==> src/rtl/mem_bist_ctrl_if.sv <==
// Memory-side bus of the BIST controller: strobes, address and data in both directions.
// The controller drives it through the master modport; the memory sits on the slave side.
interface mem_bist_ctrl_if #(
   parameter int unsigned ADDR_W = 5,
   parameter int unsigned DATA_W = 8
);
   logic              read;
   logic              write;
   logic [ADDR_W-1:0] addr;
   logic [DATA_W-1:0] data_in;
   logic [DATA_W-1:0] data_out;

   modport master (
      output read,
      output write,
      output addr,
      output data_in,
      input  data_out
   );

   modport slave (
      input  read,
      input  write,
      input  addr,
      input  data_in,
      output data_out
   );
endinterface

==> src/rtl/mem_bist_ctrl.sv <==
// March-style BIST: clear/read-zero pass, then write-address/read-address pass, mismatches counted.
// Optional first-failure log is built only when MEM_BIST_FAIL_LOG_EN is defined.
module mem_bist_ctrl #(
   parameter int unsigned ADDR_W = 5,
   parameter int unsigned DATA_W = 8,
   parameter int unsigned ERR_W  = 8
) (
   input  logic              clk,
   input  logic              rst_n,
   input  logic              start,
   output logic              busy,
   output logic              done,
   output logic              pass,
   output logic [ERR_W-1:0]  err_count,
   output logic [ADDR_W-1:0] first_fail_addr,
   output logic [DATA_W-1:0] first_fail_data,
   mem_bist_ctrl_if.master   mem
);

   typedef enum logic [2:0] {
      StIdle, StWrZero, StRdZero, StDrain0, StWrAddr, StRdAddr, StDrain1, StDone
   } state_e;

   localparam logic [ADDR_W-1:0] LastAddr = '1;
   localparam logic [ERR_W-1:0]  ErrMax   = '1;

   state_e            state_q, state_d;
   logic              read_q, read_d;
   logic              write_q, write_d;
   logic [ADDR_W-1:0] addr_q, addr_d;
   logic [DATA_W-1:0] data_in_q, data_in_d;
   logic              busy_q, busy_d;
   logic              done_q, done_d;
   logic              pass_q, pass_d;
   logic [ERR_W-1:0]  err_q, err_d;
   logic [DATA_W-1:0] exp_q, exp_d;
   logic              vld_q, vld_d;
   logic              start_acc;
   logic              mismatch;
   logic              last;

   // Compare stage: the read issued last cycle has its data on data_out now.
   always_comb begin
      start_acc = start && ((state_q == StIdle) || (state_q == StDone));
      mismatch  = vld_q && (mem.data_out != exp_q);
      vld_d     = read_q;
      exp_d     = (state_q == StRdAddr) ? DATA_W'(addr_q) : '0;
      err_d     = err_q;
      if (start_acc) begin
         err_d = '0;
      end else if (mismatch && (err_q != ErrMax)) begin
         err_d = err_q + ERR_W'(1);
      end
   end

   always_comb begin
      last      = (addr_q == LastAddr);
      state_d   = state_q;
      addr_d    = addr_q;
      read_d    = 1'b0;
      write_d   = 1'b0;
      data_in_d = '0;
      busy_d    = busy_q;
      done_d    = done_q;
      pass_d    = pass_q;
      unique case (state_q)
         StIdle, StDone: begin
            if (start) begin
               state_d = StWrZero;
               addr_d  = '0;
               write_d = 1'b1;
               busy_d  = 1'b1;
               done_d  = 1'b0;
               pass_d  = 1'b0;
            end
         end
         StWrZero: begin
            if (last) begin
               state_d = StRdZero;
               addr_d  = '0;
               read_d  = 1'b1;
            end else begin
               addr_d  = addr_q + ADDR_W'(1);
               write_d = 1'b1;
            end
         end
         StRdZero: begin
            if (last) begin
               state_d = StDrain0;
               addr_d  = '0;
            end else begin
               addr_d = addr_q + ADDR_W'(1);
               read_d = 1'b1;
            end
         end
         StDrain0: begin
            state_d   = StWrAddr;
            addr_d    = '0;
            write_d   = 1'b1;
            data_in_d = '0;
         end
         StWrAddr: begin
            if (last) begin
               state_d = StRdAddr;
               addr_d  = '0;
               read_d  = 1'b1;
            end else begin
               addr_d    = addr_q + ADDR_W'(1);
               write_d   = 1'b1;
               data_in_d = DATA_W'(addr_q + ADDR_W'(1));
            end
         end
         StRdAddr: begin
            if (last) begin
               state_d = StDrain1;
               addr_d  = '0;
            end else begin
               addr_d = addr_q + ADDR_W'(1);
               read_d = 1'b1;
            end
         end
         StDrain1: begin
            // Final compare resolves on this edge, so pass looks at the updated count.
            state_d = StDone;
            busy_d  = 1'b0;
            done_d  = 1'b1;
            pass_d  = (err_d == '0);
         end
         default: state_d = StIdle;
      endcase
   end

   always_ff @(posedge clk or negedge rst_n) begin
      if (!rst_n) begin
         state_q   <= StIdle;
         read_q    <= 1'b0;
         write_q   <= 1'b0;
         addr_q    <= '0;
         data_in_q <= '0;
         busy_q    <= 1'b0;
         done_q    <= 1'b0;
         pass_q    <= 1'b0;
         err_q     <= '0;
         exp_q     <= '0;
         vld_q     <= 1'b0;
      end else begin
         state_q   <= state_d;
         read_q    <= read_d;
         write_q   <= write_d;
         addr_q    <= addr_d;
         data_in_q <= data_in_d;
         busy_q    <= busy_d;
         done_q    <= done_d;
         pass_q    <= pass_d;
         err_q     <= err_d;
         exp_q     <= exp_d;
         vld_q     <= vld_d;
      end
   end

`ifdef MEM_BIST_FAIL_LOG_EN
   logic              logged_q, logged_d;
   logic [ADDR_W-1:0] cmp_addr_q;
   logic [ADDR_W-1:0] ffa_q, ffa_d;
   logic [DATA_W-1:0] ffd_q, ffd_d;

   always_comb begin
      logged_d = logged_q;
      ffa_d    = ffa_q;
      ffd_d    = ffd_q;
      if (start_acc) begin
         logged_d = 1'b0;
         ffa_d    = '0;
         ffd_d    = '0;
      end else if (mismatch && !logged_q) begin
         logged_d = 1'b1;
         ffa_d    = cmp_addr_q;
         ffd_d    = mem.data_out;
      end
   end

   always_ff @(posedge clk or negedge rst_n) begin
      if (!rst_n) begin
         logged_q   <= 1'b0;
         cmp_addr_q <= '0;
         ffa_q      <= '0;
         ffd_q      <= '0;
      end else begin
         logged_q   <= logged_d;
         cmp_addr_q <= addr_q;
         ffa_q      <= ffa_d;
         ffd_q      <= ffd_d;
      end
   end

   assign first_fail_addr = ffa_q;
   assign first_fail_data = ffd_q;
`else
   assign first_fail_addr = '0;
   assign first_fail_data = '0;
`endif

   assign busy         = busy_q;
   assign done         = done_q;
   assign pass         = pass_q;
   assign err_count    = err_q;
   assign mem.read     = read_q;
   assign mem.write    = write_q;
   assign mem.addr     = addr_q;
   assign mem.data_in  = data_in_q;

endmodule
==> src/flat_wrapper.sv <==
// flat-port wrapper written by rule: the top's interface ports become plain ports
module mem_bist_ctrl_flat 
#(
   parameter int unsigned ADDR_W = 5,
   parameter int unsigned DATA_W = 8,
   parameter int unsigned ERR_W  = 8
)
  (clk, rst_n, start, busy, done, pass, err_count, first_fail_addr, first_fail_data, mem_read, mem_write, mem_addr, mem_data_in, mem_data_out);
  mem_bist_ctrl_if #(.ADDR_W(ADDR_W), .DATA_W(DATA_W)) mem_i ();
  input  logic clk;
  input  logic rst_n;
  input  logic start;
  output logic busy;
  output logic done;
  output logic pass;
  output logic [ERR_W-1:0] err_count;
  output logic [ADDR_W-1:0] first_fail_addr;
  output logic [DATA_W-1:0] first_fail_data;
  output wire logic [$bits(mem_i.read)-1:0] mem_read;
  output wire logic [$bits(mem_i.write)-1:0] mem_write;
  output wire logic [$bits(mem_i.addr)-1:0] mem_addr;
  output wire logic [$bits(mem_i.data_in)-1:0] mem_data_in;
  input wire logic [$bits(mem_i.data_out)-1:0] mem_data_out;
  assign mem_read = mem_i.read;
  assign mem_write = mem_i.write;
  assign mem_addr = mem_i.addr;
  assign mem_data_in = mem_i.data_in;
  assign mem_i.data_out = mem_data_out;
  mem_bist_ctrl #(.ADDR_W(ADDR_W), .DATA_W(DATA_W), .ERR_W(ERR_W)) u_core (.clk(clk), .rst_n(rst_n), .start(start), .busy(busy), .done(done), .pass(pass), .err_count(err_count), .first_fail_addr(first_fail_addr), .first_fail_data(first_fail_data), .mem(mem_i));
endmodule
==> config.mk <==
export PLATFORM = sky130hd
export DESIGN_NAME = mem_bist_ctrl_flat
export DESIGN_NICKNAME = d
export VERILOG_FILES = /design/src/rtl/mem_bist_ctrl_if.sv /design/src/rtl/mem_bist_ctrl.sv /design/src/flat_wrapper.sv
export SDC_FILE = /design/constraint.sdc
export NUM_CORES = 1
export LEC_CHECK = 0
export ABC_CLOCK_PERIOD_IN_PS = 1800
export CORE_MARGIN = 2
export CORE_UTILIZATION = 43
export DETAILED_ROUTE_END_ITERATION = 10
export GPL_TIMING_DRIVEN = 0
export PLACE_DENSITY_LB_ADDON = 0.3
export SLEW_MARGIN = 20
export SYNTH_ARGS = -nofsm -noshare
export SYNTH_HDL_FRONTEND = slang
export SYNTH_SLANG_ARGS = --single-unit
export TNS_END_PERCENT = 30
==> constraint.sdc <==
create_clock -name clk -period 1.8 [get_ports clk]
set_input_delay 0.36 -clock clk [delete_from_list [all_inputs] [get_ports clk]]
set_output_delay 0.36 -clock clk [all_outputs]
set_load 0.005 [all_outputs]
==> impl_metrics.env <==
export IMPL_outcome="finished, violations left"
export IMPL_violations="setup timing"
export IMPL_placed_cell_area_mm2=0.002380
export IMPL_cp_common_cell="buf_4"
export IMPL_synth_compound_area_frac=0.1514
export IMPL_yosys_warnings=0
export IMPL_setup_viol=3
export IMPL_finalClockSkew_ns=0.005208
export IMPL_cts_buffers=5
export IMPL_ys_types=48
export IMPL_power_density_mw_per_mm2=1369
export IMPL_ys_top_cells_by_area="dfrtp_1, buf_4, ha_1, xor2_1, and3_1"
export IMPL_fp_dieArea_mm2=0.004866
export IMPL_power_leakage_nw=1.342
export IMPL_row_count=23
export IMPL_synthArstFlopShare=1.000
export IMPL_drtAntennaViolNets=0
export IMPL_layout_setup_ws_ns=-0.09216
export IMPL_wl_mm=4.551
export IMPL_grt_pass1_vias=1500
export IMPL_io_buffers=34
export IMPL_gp_congestion=0.8293
export IMPL_power_mw=3.986
export IMPL_start_kind="flop"
export IMPL_stdcell_area_mm2=0.002912
export IMPL_drc=0
export IMPL_synth_seq_area_share=0.4441
export IMPL_cts_clk_slew_worst_paths_ns=0.08
export IMPL_slew_violations=0
export IMPL_timing_hold_ws_ns=0.3811
export IMPL_synth_most_common_cell="dfrtp_1"
export IMPL_synthAdderAreaFrac=0.04711
export IMPL_required_ns=1.97
export IMPL_slowest_stage="dfrtp_2"
export IMPL_gr_total_overflow=0
export IMPL_ys_seq_elements=33
export IMPL_postSynthCellCount=182
export IMPL_combPwrFrac=0.546
export IMPL_grt_first_pass_wirelength_mm=7.017
export IMPL_power_share_clock=0.177
export IMPL_fillers=290
export IMPL_post_route_period_util=1.051
export IMPL_yosysTopAreaCell="dfrtp_1"
export IMPL_hp_class="flop to flop"
export IMPL_synth_area_mux_share=0.02221
export IMPL_slowest_delay_ns=0.41
export IMPL_synth_top_family_by_area="simple AND/OR/NAND/NOR gates"
export IMPL_synth_ff_type="dfrtp_1"
export IMPL_cts_tree="done"
export IMPL_period_needed_ns=1.892
export IMPL_p_seq_frac=0.276
export IMPL_root_buffer="clkbuf_8"
export IMPL_cp_end_kind="flop"
export IMPL_synth_commonest_cells="dfrtp_1, buf_4, nor2_1, and3_1, xor2_1"
export IMPL_path_max_fanout=8
export IMPL_initial_core_util=0.4550
export IMPL_setup_tns_ns=-0.1785
export IMPL_avgSynthCellArea_um2=10.22
export IMPL_netlist_area_mm2=0.001859
export IMPL_critPathKind="flop to flop"
export IMPL_drt_first_iter_violations=66
export IMPL_swShare=0.3656
export IMPL_crit_chain="inv_2 > ha_4 > buf_6 > mux2i_4 > nor2b_1 > buf_4 > buf_4 > a31oi_1 > a21boi_1 > o31ai_2"
export IMPL_hpwlAfterDp_mm=2.721
export IMPL_synth_edf_count=0
export IMPL_drive_gt1_frac=0.3596
export IMPL_die_y_um=69.76
export IMPL_routed_via_density=5.016
export IMPL_vias=1590
export IMPL_finalHoldViolCount=0
export IMPL_fmax_mhz=528.5
export IMPL_synthXorXnorAreaFrac=0.05653
export IMPL_p_int_mw=2.529
export IMPL_grt_antenna_before_repair=0
export IMPL_diodes=0
export IMPL_core_area_mm2=0.004086
export IMPL_synthSimpleGateAreaFrac=0.1824
export IMPL_first_pass_iters=4
export IMPL_peakVddDrop_uv=1034
export IMPL_p_sw_mw=1.457
export IMPL_io_pins=50
export IMPL_crit_arrival_ns=2.06
export IMPL_grt_max_degree=21
export IMPL_grtUsageTotal=0.1820
export IMPL_finish_utilization=0.7125
export IMPL_nNetsFinal=284
export IMPL_clock_sinks=33
export IMPL_cap_viol_max_count=0
export IMPL_area_delta_synth_final_pct=56.59
export IMPL_clk_insertion_delay_late_ns=0.29
export IMPL_die_w_um=69.76
export IMPL_rsz0062_at_grt="true"
export IMPL_htree_levels=2
export IMPL_clk_path_buf_depth=2
export IMPL_wire_per_inst_um=14.36
export IMPL_synth_top_area_frac=0.4441
[worst max-delay path: cells and delay by family (launching register included)]
family	cells	cell delay, ns
compound gates	3	0.44
fa+ha+maj	1	0.15
buf+inv	4	0.49
flops	1	0.41
mux	1	0.19
simple gates	1	0.07
[state kept, by name (all words and copies together) (netlist names)]
signal and count:
u_core.mem.read 1, u_core.err_count 8, u_core.state_q 3, u_core.mem.write 1, u_core.pass 1, u_core.busy 1
u_core.mem.data_in 6, u_core.exp_q 5, u_core.vld_q 1, u_core.done 1, u_core.mem.addr 5
[placed cells by master, fill, tap and decap left out, drive strengths merged, types with 4 or more instances in the layout]
master | netlist | layout
buf | 20 | 48
dfrtp | 33 | 33
clkdlybuf4s50 | 0 | 28
conb | 1 | 15
nor2 | 12 | 12
and3 | 11 | 11
xor2 | 10 | 10
clkbuf | 3 | 9
nand2 | 7 | 7
inv | 7 | 7
o21ai | 7 | 7
ha | 7 | 7
a21oi | 6 | 6
nand3 | 6 | 6
nand4 | 4 | 4
o211ai | 4 | 4
nor2b | 4 | 4
nor3 | 4 | 4
[what timing repair did]
| action | 4_1_cts | 5_1_grt |
|---|---|---|
| setup buffers | 14 | 14 |
| endpoints found under the hold margin | 13 | 0 |
| pin swaps | 6 | 10 |
| hold buffers | 1 | 0 |
| endpoints found under the setup margin | 15 | 14 |
| gates resized for setup | 33 | 16 |
[power by group through the flow]
stage / sequential, mW / combinational, mW / clock, mW
global placement: 1.13 / 1.37 / 0
floorplan: 1.10 / 0.921 / 0
detailed placement: 1.13 / 1.40 / 0
CTS: 1.10 / 1.80 / 0.721
finish: 1.10 / 2.18 / 0.707
global route: 1.13 / 2.35 / 0.754
[stage by stage]
stage / instances / worst slack [ns]
4_1_cts: 303 / -0.1002
5_1_grt: 317 / -0.1814
3_3_place_gp: 280 / -0.5866
6_report: 317 / -0.09216
3_5_place_dp: 281 / -0.6235
2_1_floorplan: 196 / -0.03318
[worst paths after layout]
check | slack [ns] | start | cells past startpoint | endpoint
max | -0.09 | u_core.state_q[1] | 10 | u_core.pass
min | 0.38 | u_core.mem.read | 0 | u_core.vld_q
max reg2reg | -0.09 | u_core.state_q[1] | 10 | u_core.pass
min reg2reg | 0.38 | u_core.mem.read | 0 | u_core.vld_q
max in group asynchronous | 0.88 | rst_n | 3 | u_core.exp_q[3]
min in group asynchronous | 0.51 | rst_n | 2 | u_core.mem.data_in[1]
[layout make-up]
cell class | count | area, um^2 | area share
multi-input cells | 133 | 1121 | 0.3850
flip-flops and latches | 33 | 832.0 | 0.2858
repair buffers | 64 | 599.3 | 0.2058
plain buffers | 22 | 155.1 | 0.05329
clock buffers | 5 | 68.82 | 0.02364
well taps | 50 | 62.56 | 0.02149
clock inverters | 3 | 46.29 | 0.01590
inverters | 7 | 26.28 | 0.009025
[metal layers]
metal / track usage / up-vias / wire length (um)
met4: 0.08547 / 0 / 82
met1: 0.2286 / 746 / 1838
met5: 0 / - / 0
met3: 0.04506 / 9 / 261
li1: - / 781 / -
met2: 0.2949 / 54 / 2368
[kinds of logic (layout without fill, tap and decap cells)]
logic type / Yosys count / in the layout
and+or+nand+nor: 58 / 58
xor gates and xnor gates: 12 / 12
AOI/OAI and AO/OA: 37 / 37
adders and majority gates: 7 / 7
muxes: 4 / 4
DFF: 33 / 33
buffers and inverters: 30 / 101
other: 1 / 15
(Power assumes the default switching activity.)
==> RTL edit (same settings) <==
`DATA_W` is set to 8 in 3 places; all go to 7.
--- a/src/rtl/mem_bist_ctrl_if.sv
+++ b/src/rtl/mem_bist_ctrl_if.sv
@@ -3,5 +3,5 @@
 interface mem_bist_ctrl_if #(
    parameter int unsigned ADDR_W = 5,
-   parameter int unsigned DATA_W = 8
+   parameter int unsigned DATA_W = 7
 );
    logic              read;
--- a/src/rtl/mem_bist_ctrl.sv
+++ b/src/rtl/mem_bist_ctrl.sv
@@ -3,5 +3,5 @@
 module mem_bist_ctrl #(
    parameter int unsigned ADDR_W = 5,
-   parameter int unsigned DATA_W = 8,
+   parameter int unsigned DATA_W = 7,
    parameter int unsigned ERR_W  = 8
 ) (
--- a/src/flat_wrapper.sv
+++ b/src/flat_wrapper.sv
@@ -3,5 +3,5 @@
 #(
    parameter int unsigned ADDR_W = 5,
-   parameter int unsigned DATA_W = 8,
+   parameter int unsigned DATA_W = 7,
    parameter int unsigned ERR_W  = 8
 )
Ports: changed (resized first_fail_data, mem_data_in and mem_data_out); port bits go from 50 to 47. The function was not compared with the original's and may differ.
==> RTL edit against the unedited design <==
- the flow still finishes with violations (negative setup slack)
- global-route usage grew 1.3 points
- synthesized area shrank 4.6%
- total power is 1.9% higher
- worst setup slack got worse by 0.079 ns
- sequential cell count unchanged
- final area down 4.7%
- clock skew increased by 0.0011 ns
- largest power group unchanged
- wire length down 3.1%
- critical path depth is 1 lower
==> RTL edit: results (changes against the unedited design) <==
EDFF count, synth - 0 (unchanged)
Synth cell types - 45 (-6.3%)
Worst vdd ir - 0.000769 V (-26%)
Crit-path slowest cell - dfrtp_1
Failing checks - negative setup slack
Primary FF master, synth - dfrtp_1
Internal power - 2570 µW (+1.7%)
Initial DRC Count - 69 (+4.5%)
Worst Setup Slack, final - -0.171 ns (-0.0791 ns)
Root buf cell - clkbuf_8
Routed WL per cell - 14.3 µm (-0.29%)
Synth-to-layout area growth - 56.5% (about the same)
FF+latch count, synth - 33 (unchanged)
Sequential cell area share - 29.8% (+1.2 points)
Final-layout clock-cell area share - 3.65% (-0.30 points)
Final Skew - 0.00634 ns (+0.00113 ns)
Inverters - 9 (+2)
Number of clock buffers in the layout - 7 (+2)
TritonRoute pass-1 iters - 4 (unchanged)
Gr usage total - 19.5% (+1.3 points)
Proportion of layout cells with a drive suffix above 1 - 34.9% (-1.1 points)
Buffering overhead - 25.6% (-0.30 points)
Vias in the first global route - 1481 (-1.3%)
Detailed placer's ending HPWL - 2610 µm (-4.0%)
Layout fillers - 287 (-1.0%)
Clock Pin Slew Worst Setup and Hold Paths - 0.06 ns (-0.02 ns)
Setup WS pre-CTS - -0.803 ns (-0.179 ns)
Area after DPL - 0.00224 mm² (-5.8%)
Cell family with most CP delay - simple AND/OR/NAND/NOR gates
CTS buffer count - 5 (unchanged)
Multi-input combinational area share - 37.5% (-1.0 points)
Drt via density - 5.03 (+0.20%)
Max reg flops - 8 (unchanged)
Critical path arrival - 2.16 ns (+0.10 ns)
Max stage delay on crit path - 0.38 ns (-0.03 ns)
Synth area leaders - dfrtp_1 47%, buf_4 5.5%, ha_1 4.9%
Largest net degree at the start of global routing - 33 (+57%)
Sum of negative setup slack - -0.442 ns (-0.264 ns)
Post-synth top cells - 33 x dfrtp_1, 17 x nor2_1, 13 x and3_1, 13 x buf_4, 9 x inv_1
Non-clk bufs - 80 (-7.0%)
Post-synthesis sequential area ratio - 46.6% (+2.2 points)
Initial antenna violation count - 0 (unchanged)
Clk pwr - 598 µW (-15%)
Tot Pwr - 4060 µW (+1.9%)
Status - finished, violations left
Ys async rst share - 100% (unchanged)
Comb_multi_in - 128 (-3.8%)
Nets - 274 (-3.5%)
Synthesized area - 0.00177 mm² (-4.6%)
Sequential Power - 1110 µW
Leakage - 0.00131 µW (-2.1%)
First-pass GRT wire length - 6670 µm (-5.0%)
Setup-failing EPs final - 5 (+2)
Path type of the worst min-delay path - flop to flop
Max FO, Critical Path - 4 (-4)
Gpl congestion - 0.822 (-0.86%)
Port Buf Inserts - 33 (-2.9%)
Worst path most repeated cell - and2_4
Clock Latency Late Sink - 0.28 ns
Diodes inserted - 0 (unchanged)
[RTL edit: changes by cell type after synthesis, moves of 3 or more]
cell,before,now
xor2_1,10,5
nor2_1,12,17
and2_1,0,3
buf_2,4,1
nand4_1,4,1
[RTL edit: what timing repair did]
action / 4_1_cts / 5_1_grt
buffers inserted: 16 / 11
hold endpoints to repair: 1 / 0
setup endpoints to repair: 15 / 14
gates resized for setup: 23 / 29
pin swaps: 7 / 3
hold buffers: 1 / 0
gates cloned: 0 / 0
[RTL edit: through the flow]
step | util, % | std cells | hold slack (ns)
floorplan | - | 189 | 0.0644
global placement | 56.1 | 272 | 0.379
detailed placement | 56.5 | 273 | 0.161
CTS | 63.9 | 297 | 0.382
global route | 69.9 | 308 | 0.396
finish | 69.9 | 308 | 0.378
[RTL edit: final timing paths]
path / from / to / slack, ns / depth (start not counted)
worst max-delay path: u_core.err_count[1] / u_core.pass / -0.17 / 9
worst min-delay path: u_core.mem.read / u_core.vld_q / 0.38 / 0
worst max register to register: u_core.err_count[1] / u_core.pass / -0.17 / 9
worst min register to register: u_core.mem.read / u_core.vld_q / 0.38 / 0
max in group asynchronous: rst_n / u_core.state_q[1] / 1.04 / 3
min in group asynchronous: rst_n / u_core.mem.data_in[1] / 0.40 / 2
[RTL edit: logic make-up (layout without fill, tap and decap cells)]
family	count (synthesis)	in the layout	share of synthesized area, %
xor gates and xnor gates	8	8	3.95
buffers and inverters	28	97	9.17
DFF	33	33	46.6
muxes	3	3	1.76
other	1	13	0.212
and+or+nand+nor	62	62	18.8
adders and majority gates	7	7	4.94
AOI/OAI and AO/OA	35	35	14.6
[RTL edit: routing by layer]
layer	global-route usage, %	up-vias	share of wire, %
met2	31.3	36	49
met5	0	-	0
met4	9.50	0	2.8
li1	-	757	-
met3	3.13	12	4.2
met1	25.5	743	44
